<file path="src/rtl/axi_read_arbiter.sv">
// Two-requester AXI4 read arbiter: round-robin grant, single outstanding burst, R beats routed to owner.
// Optional burst-length checker enabled by defining AXI_ARB_LEN_CHECK_EN (err tied low otherwise).
module axi_read_arbiter #(
  parameter int ADDR_WIDTH = 32,
  parameter int DATA_WIDTH = 32,
  parameter int LEN_WIDTH  = 8
) (
  input  logic                  clk,
  input  logic                  rst_n,
  input  logic                  m0_req_valid,
  output logic                  m0_req_ready,
  input  logic [ADDR_WIDTH-1:0] m0_req_addr,
  input  logic [LEN_WIDTH-1:0]  m0_req_len,
  output logic                  m0_rsp_valid,
  output logic [DATA_WIDTH-1:0] m0_rsp_data,
  output logic                  m0_rsp_last,
  input  logic                  m1_req_valid,
  output logic                  m1_req_ready,
  input  logic [ADDR_WIDTH-1:0] m1_req_addr,
  input  logic [LEN_WIDTH-1:0]  m1_req_len,
  output logic                  m1_rsp_valid,
  output logic [DATA_WIDTH-1:0] m1_rsp_data,
  output logic                  m1_rsp_last,
  output logic                  arvalid,
  input  logic                  arready,
  output logic [ADDR_WIDTH-1:0] araddr,
  output logic [LEN_WIDTH-1:0]  arlen,
  output logic [2:0]            arsize,
  output logic [1:0]            arburst,
  input  logic                  rvalid,
  output logic                  rready,
  input  logic [DATA_WIDTH-1:0] rdata,
  input  logic                  rlast,
  output logic                  err
);

  typedef enum logic [1:0] {IDLE, ADDR, DATA} state_t;

  state_t state;
  logic   owner;
  logic   last_grant;
  logic   grant0;
  logic   grant1;

  // Round-robin: on contention the requester that did not win last time goes first.
  always_comb begin
    grant0 = 1'b0;
    grant1 = 1'b0;
    if (state == IDLE) begin
      if (m0_req_valid && m1_req_valid) begin
        grant0 = last_grant;
        grant1 = !last_grant;
      end else begin
        grant0 = m0_req_valid;
        grant1 = m1_req_valid;
      end
    end
  end

  assign m0_req_ready = grant0;
  assign m1_req_ready = grant1;

  always_ff @(posedge clk or negedge rst_n) begin
    if (!rst_n) begin
      state      <= IDLE;
      araddr     <= '0;
      arlen      <= '0;
      owner      <= 1'b0;
      last_grant <= 1'b1;
    end else begin
      case (state)
        IDLE: begin
          if (grant0 || grant1) begin
            araddr <= grant1 ? m1_req_addr : m0_req_addr;
            arlen  <= grant1 ? m1_req_len  : m0_req_len;
            owner  <= grant1;
            state  <= ADDR;
          end
        end
        ADDR: begin
          if (arready) state <= DATA;
        end
        DATA: begin
          if (rvalid && rlast) begin
            last_grant <= owner;
            state      <= IDLE;
          end
        end
        default: state <= IDLE;
      endcase
    end
  end

  assign arvalid = (state == ADDR);
  assign rready  = (state == DATA);
  assign arsize  = 3'b010;
  assign arburst = 2'b01;

  // R channel passes straight through to the owner; the other side sees zeros.
  assign m0_rsp_valid = rready && !owner && rvalid;
  assign m0_rsp_last  = rready && !owner && rvalid && rlast;
  assign m0_rsp_data  = (rready && !owner) ? rdata : '0;
  assign m1_rsp_valid = rready && owner && rvalid;
  assign m1_rsp_last  = rready && owner && rvalid && rlast;
  assign m1_rsp_data  = (rready && owner) ? rdata : '0;

`ifdef AXI_ARB_LEN_CHECK_EN
  logic [LEN_WIDTH:0] beat_cnt;
  logic [LEN_WIDTH:0] len_ext;

  assign len_ext = {1'b0, arlen};

  always_ff @(posedge clk or negedge rst_n) begin
    if (!rst_n) begin
      beat_cnt <= '0;
      err      <= 1'b0;
    end else begin
      if (state == ADDR && arready) begin
        beat_cnt <= '0;
      end else if (state == DATA && rvalid) begin
        beat_cnt <= beat_cnt + {{LEN_WIDTH{1'b0}}, 1'b1};
        if ((rlast && beat_cnt != len_ext) || (!rlast && beat_cnt == len_ext))
          err <= 1'b1;
      end
    end
  end
`else
  assign err = 1'b0;
`endif

endmodule

</file>
<file path="config.mk">
export PLATFORM = sky130hd
export DESIGN_NAME = axi_read_arbiter
export DESIGN_NICKNAME = d
export VERILOG_FILES = /design/src/rtl/axi_read_arbiter.sv
export SDC_FILE = /design/constraint.sdc
export NUM_CORES = 1
export LEC_CHECK = 0
export CORE_ASPECT_RATIO = 2
export CORE_UTILIZATION = 30
export CTS_CLUSTER_DIAMETER = 200
export DETAILED_ROUTE_END_ITERATION = 16
export PLACE_DENSITY = 0.74
export SLEW_MARGIN = 30
export SYNTH_ARGS = -nofsm -noshare
export SYNTH_HDL_FRONTEND = slang
export SYNTH_SLANG_ARGS = --single-unit
</file>
<file path="constraint.sdc">
create_clock -name clk -period 1.5 [get_ports clk]
set_input_delay 0.3 -clock clk [delete_from_list [all_inputs] [get_ports clk]]
set_output_delay 0.3 -clock clk [all_outputs]
set_load 0.1 [all_outputs]
</file>
; Yosys cells after proc, flatten, opt, wreduce, memory -nomap -nowiden
; Index checks and enable logic that the tools add are counted.
[classes]
n_addsub = 0
n_mux = 12
n_eq_ne = 5
bitwise_logic = 0
shift = 0
n_mul = 0
n_div = 0
reduce_logical = 15
order_cmp = 0
[ops]
columns = op, n
row1 = 32-bit 2-to-1 mux, 3
row2 = 1-bit logical AND, 8
row3 = 8-bit 2-to-1 mux, 1
row4 = 2-bit 2-to-1 mux, 3
row5 = "2-bit by 1-bit != test with 1-bit output, second input constant", 3
row6 = 2-bit one-hot mux with 3 select lines, 1
row7 = 1-bit 2-to-1 mux, 4
row8 = 2-bit AND reduction, 2
row9 = 3-bit AND reduction, 1
row10 = "2-bit by 1-bit == test with 1-bit output, second input constant", 1
row11 = "2-bit == test, second input constant", 1
row12 = 1-bit logical NOT, 2
row13 = 2-bit logical NOT, 1
row14 = 1-bit logical OR, 1
[word_totals]
input_bits = 119
memories = 0
ramBits = 0
output_inout_bits = 118
mem_bits_ro = 0
word_cells = 37
latchBits = 0
regBits = 44

; Longest topological paths before layout
[depth]
ltp_word = 6
ltp_mapped = 5

; Least setup slack after synthesis
; OpenSTA, ideal clock, no wires.
[synth_timing]
kind = register -> output
from = register owner
to = output m0_rsp_last
path_buffers = 1
required_ns = 1.200
stages_incl_launch_ff = 3
t_arrival_ns = 2.673
slack_ns = -1.473
path_cell_list = dfrtp_1 clkbuf_1 nor3_1
[synth_via]
elab_chain_cells = 4
[synth_rtl]
columns = item, line
row1 = "start, declared", 40  ; logic owner;
row2 = "start signal, assigned", 76  ; owner <= grant1;
row3 = 1-bit logical NOT, 101  ; assign m0_rsp_last = rready && !owner && rvalid && rlast;
row4 = 1-bit logical AND (3 in a row), 101
row5 = "end, declared", 16  ; output logic m0_rsp_last,
; Every way passes these cells.

; Worst setup path after layout
[layout_timing]
from = register state[0]
to = output m0_rsp_data[6]
[layout_via]
elab_chain_cells = 3
[layout_rtl]
columns = item, line
row1 = "start, declared", 39  ; state_t state;
row2 = "start signal, assigned", 65  ; state <= IDLE;
row3 = "start signal, assigned", 77  ; state <= ADDR;
row4 = "start signal, assigned", 81  ; if (arready) state <= DATA;
row5 = 2-bit == test, 95  ; assign rready = (state == DATA);
row6 = 1-bit logical AND, 102  ; assign m0_rsp_data = (rready && !owner) ? rdata : '0;
row7 = 32-bit 2-to-1 mux, 102
row8 = "end, declared", 15  ; output logic [DATA_WIDTH-1:0] m0_rsp_data,
; Every way passes these cells.

==> results by group <==
Global route
  • Antenna violations before repair: 1
  • Pin count of the biggest net entering global routing: 41
  • Global-route wire length before repair: 20400 um
  • Vias in the first global route: 3810
  • Remaining global-route overflow: 0
  • Global-route usage over all layers: 0.260

Routing
  • Via density: 5.37
  • Via count: 3632
  • Wire per inst: 19.8 um
  • Final Routed Wirelength: 13400 um
  • Post-route ant nets: 0
  • Pre-Repair DR Iteration Count: 4
  • Number of DRC markers in iteration 0: 148
  • Residual DRC: 0

Timing
  • Final Hold Vio Count: 0
  • Clk_skew: 0.00647 ns
  • RSZ-0062 raised after global routing: true
  • Fmax: 557 MHz
  • Setup WS post-layout: -0.295 ns
  • Slew Limit Fails: 0
  • Final setup viols: 112
  • Final min period: 1.79 ns
  • Tcrit/Tclk final: 1.20
  • Setup_tns: -24.06 ns

Worst setup path
  • End of the worst register-to-register path: arlen[6]
  • CP endpoint kind: output port
  • WS Path Type: flip-flop to output port
  • FF-to-FF Start: state[0]
  • Crit path DAT: 1.49 ns
  • Critical path endpoint: m0_rsp_data[6]
  • Worst path required time: 1.20 ns
  • Worst Setup Start Kind: flip-flop
  • Worst-path fanout max: 31
  • Worst r2r path cells: 6
  • Worst Setup SP: state[0]
  • Flop-to-flop setup slack: -0.17 ns

Die
  • Die width: 72.7 um
  • Initial Util: 0.309
  • Die footprint: 0.0104 mm^2
  • Core Region: 0.00970 mm^2
  • I/O pin count: 237
  • Die Y: 143 um
  • # rows: 51

Hold path
  • HP Class: input port to asynchronous set/reset pin

Logic synthesis
  • Top-area cell type share of the netlist area: 0.359
  • Warnings, synthesis: 0
  • Top-count cell post-synth: and3_1
  • Top_reg_cell synth: dfrtp_1
  • Cells after Synth: 304
  • FF+latch count, synth: 44
  • Seq/Total Area, Yosys: 0.368
  • Top cells by count, synth: 67 x and3_1, 43 x dfrtp_1, 40 x a221o_1, 40 x and4_1, 40 x nor3b_1
  • Number of distinct library cells after synthesis: 24
  • Mapped cell area: 0.00300 mm^2
  • Number of synthesized flops with an enable pin: 0
  • Leading area contributor after synthesis: dfrtp_1
  • Post-Syn Area per Cell: 9.86 um^2
  • Area contributors post-synth: dfrtp_1 36%, and3_1 14%, a221o_1 13%
  • Ys async rst share: 1.00

Status
  • Status: finished with violations
  • Violated checks: setup timing

Clocking
  • Clock tree buffer depth: 2
  • Worst-Skew Late Latency: 0.28 ns
  • H-tree levels: 2
  • Clock Sinks: 44
  • CTS tree: built
  • Inserted Clock Buffers: 5
  • Clock-pin slew on the worst setup and hold paths: 0.06 ns
  • Clk root buf: clkbuf_16

Power
  • Power, Total: 18.7 mW
  • VDD IR-drop max: 1.28 mV
  • Power Density: 2550 mW/mm^2
  • Pleak: 3.12 nW

Finish
  • Synthesis-to-layout area growth: 144%
  • Layout cell share with drive strength beyond 1: 0.462
  • Util after Layout: 0.755
  • Final #Nets: 661
  • Finished Cell Area: 0.00732 mm^2

Place
  • Routability cong.: 0.858
  • Dpl hpwl: 10200 um
  • Worst slack, placed: -0.353 ns
  • Port-buffer cells: 230
  • Dpl cell area: 0.00683 mm^2

Flow run
  • Max-cap violations: 0
routing by layer:
layer | GRT usage | wire length (um) | share of wire
met3 | 0.0680 | 1130 | 0.085
met2 | 0.483 | 7380 | 0.55
met1 | 0.258 | 4280 | 0.32
met4 | 0.127 | 573 | 0.043
met5 | 0 | 0 | 0
flip-flops by register name, summed over array words and instances, names as in the netlist:
name        flops
araddr         32
arlen           8
last_grant      1
owner           1
state           2
power by group:
part	total [mW]	internal (mW)	switching, mW
combinational	15.0	5.87	9.13
clock	1.11	0.657	0.450
sequential	2.56	1.83	0.726
per-stage QoR:
| stage | hold WS (ns) | instances |
|---|---|---|
| 2_1_floorplan | 0.00441 | 308 |
| 3_3_place_gp | 0.254 | 650 |
| 3_5_place_dp | 0.268 | 650 |
| 5_1_grt | 0.547 | 676 |
| 4_1_cts | 0.498 | 674 |
| 6_report | 0.487 | 676 |
worst max-delay path: stages (launching register included):
cell      delay [ns]
dfrtp_1         0.39
nand2b_4        0.17
inv_6           0.08
buf_12          0.16
and3_2          0.23
buf_12          0.18
repair_timing:
| item | CTS | global route |
|---|---|---|
| setup endpoints to repair | 112 | 112 |
| setup buffers | 12 | 1 |
| pin swaps | 8 | 7 |
| gates resized for setup | 35 | 0 |
| hold buffers | 1 | 0 |
| hold endpoints to repair | 15 | 0 |
| gates cloned | 3 | 0 |
cell type report:
class / count / area (um^2)
Clock buffer: 6 / 139
Inverter: 4 / 27.5
Antenna cell: 1 / 2.50
Tap cell: 132 / 165
Timing Repair Buffer: 276 / 4030
Multi-Input combinational cell: 211 / 1840
Fill cell: 662 / 2380
Sequential cell: 44 / 1100
Clock inverter: 2 / 10.0
worst min path at each step:
| stage | startpoint | end | slack [ns] | cells after the start |
|---|---|---|---|---|
| 2_1_floorplan | rst_n | araddr[0] | 0.004 | 0 |
| 3_3_place_gp | rst_n | araddr[31] | 0.25 | 1 |
| 3_5_place_dp | rst_n | araddr[2] | 0.27 | 1 |
| 4_1_cts | rst_n | araddr[2] | 0.50 | 2 |
| 5_1_grt | rst_n | arlen[3] | 0.55 | 2 |
| 6_report | rst_n | araddr[2] | 0.49 | 2 |
cell families after synthesis:
kind of cell    share of synthesized area
compound gates                      0.146
flops                               0.368
simple gates                        0.382
other cells                       0.00251
buf+inv                             0.102
cells in the final DEF (no fill, tap or decap), drive strengths merged:
cell / Yosys / final
bufbuf: 0 / 1
dlygate4sd3: 0 / 1
nor2: 3 / 3
buf: 26 / 157
inv: 4 / 2
clkdlybuf4s50: 0 / 114
clkinvlp: 0 / 2
conb: 2 / 6
a221o: 40 / 40
o21ai: 5 / 5
clkinv: 0 / 2
nor3: 1 / 1
nand2b: 3 / 3
nor3b: 40 / 40
or2: 1 / 1
dfstp: 1 / 1
and4: 40 / 40
clkbuf: 23 / 6
and3: 67 / 67
dlygate4sd2: 0 / 3
diode: 0 / 1
a22o: 1 / 1
dfrtp: 43 / 43
nand3: 1 / 1
nand2: 3 / 3
Power figures use the tool's default switching activity.
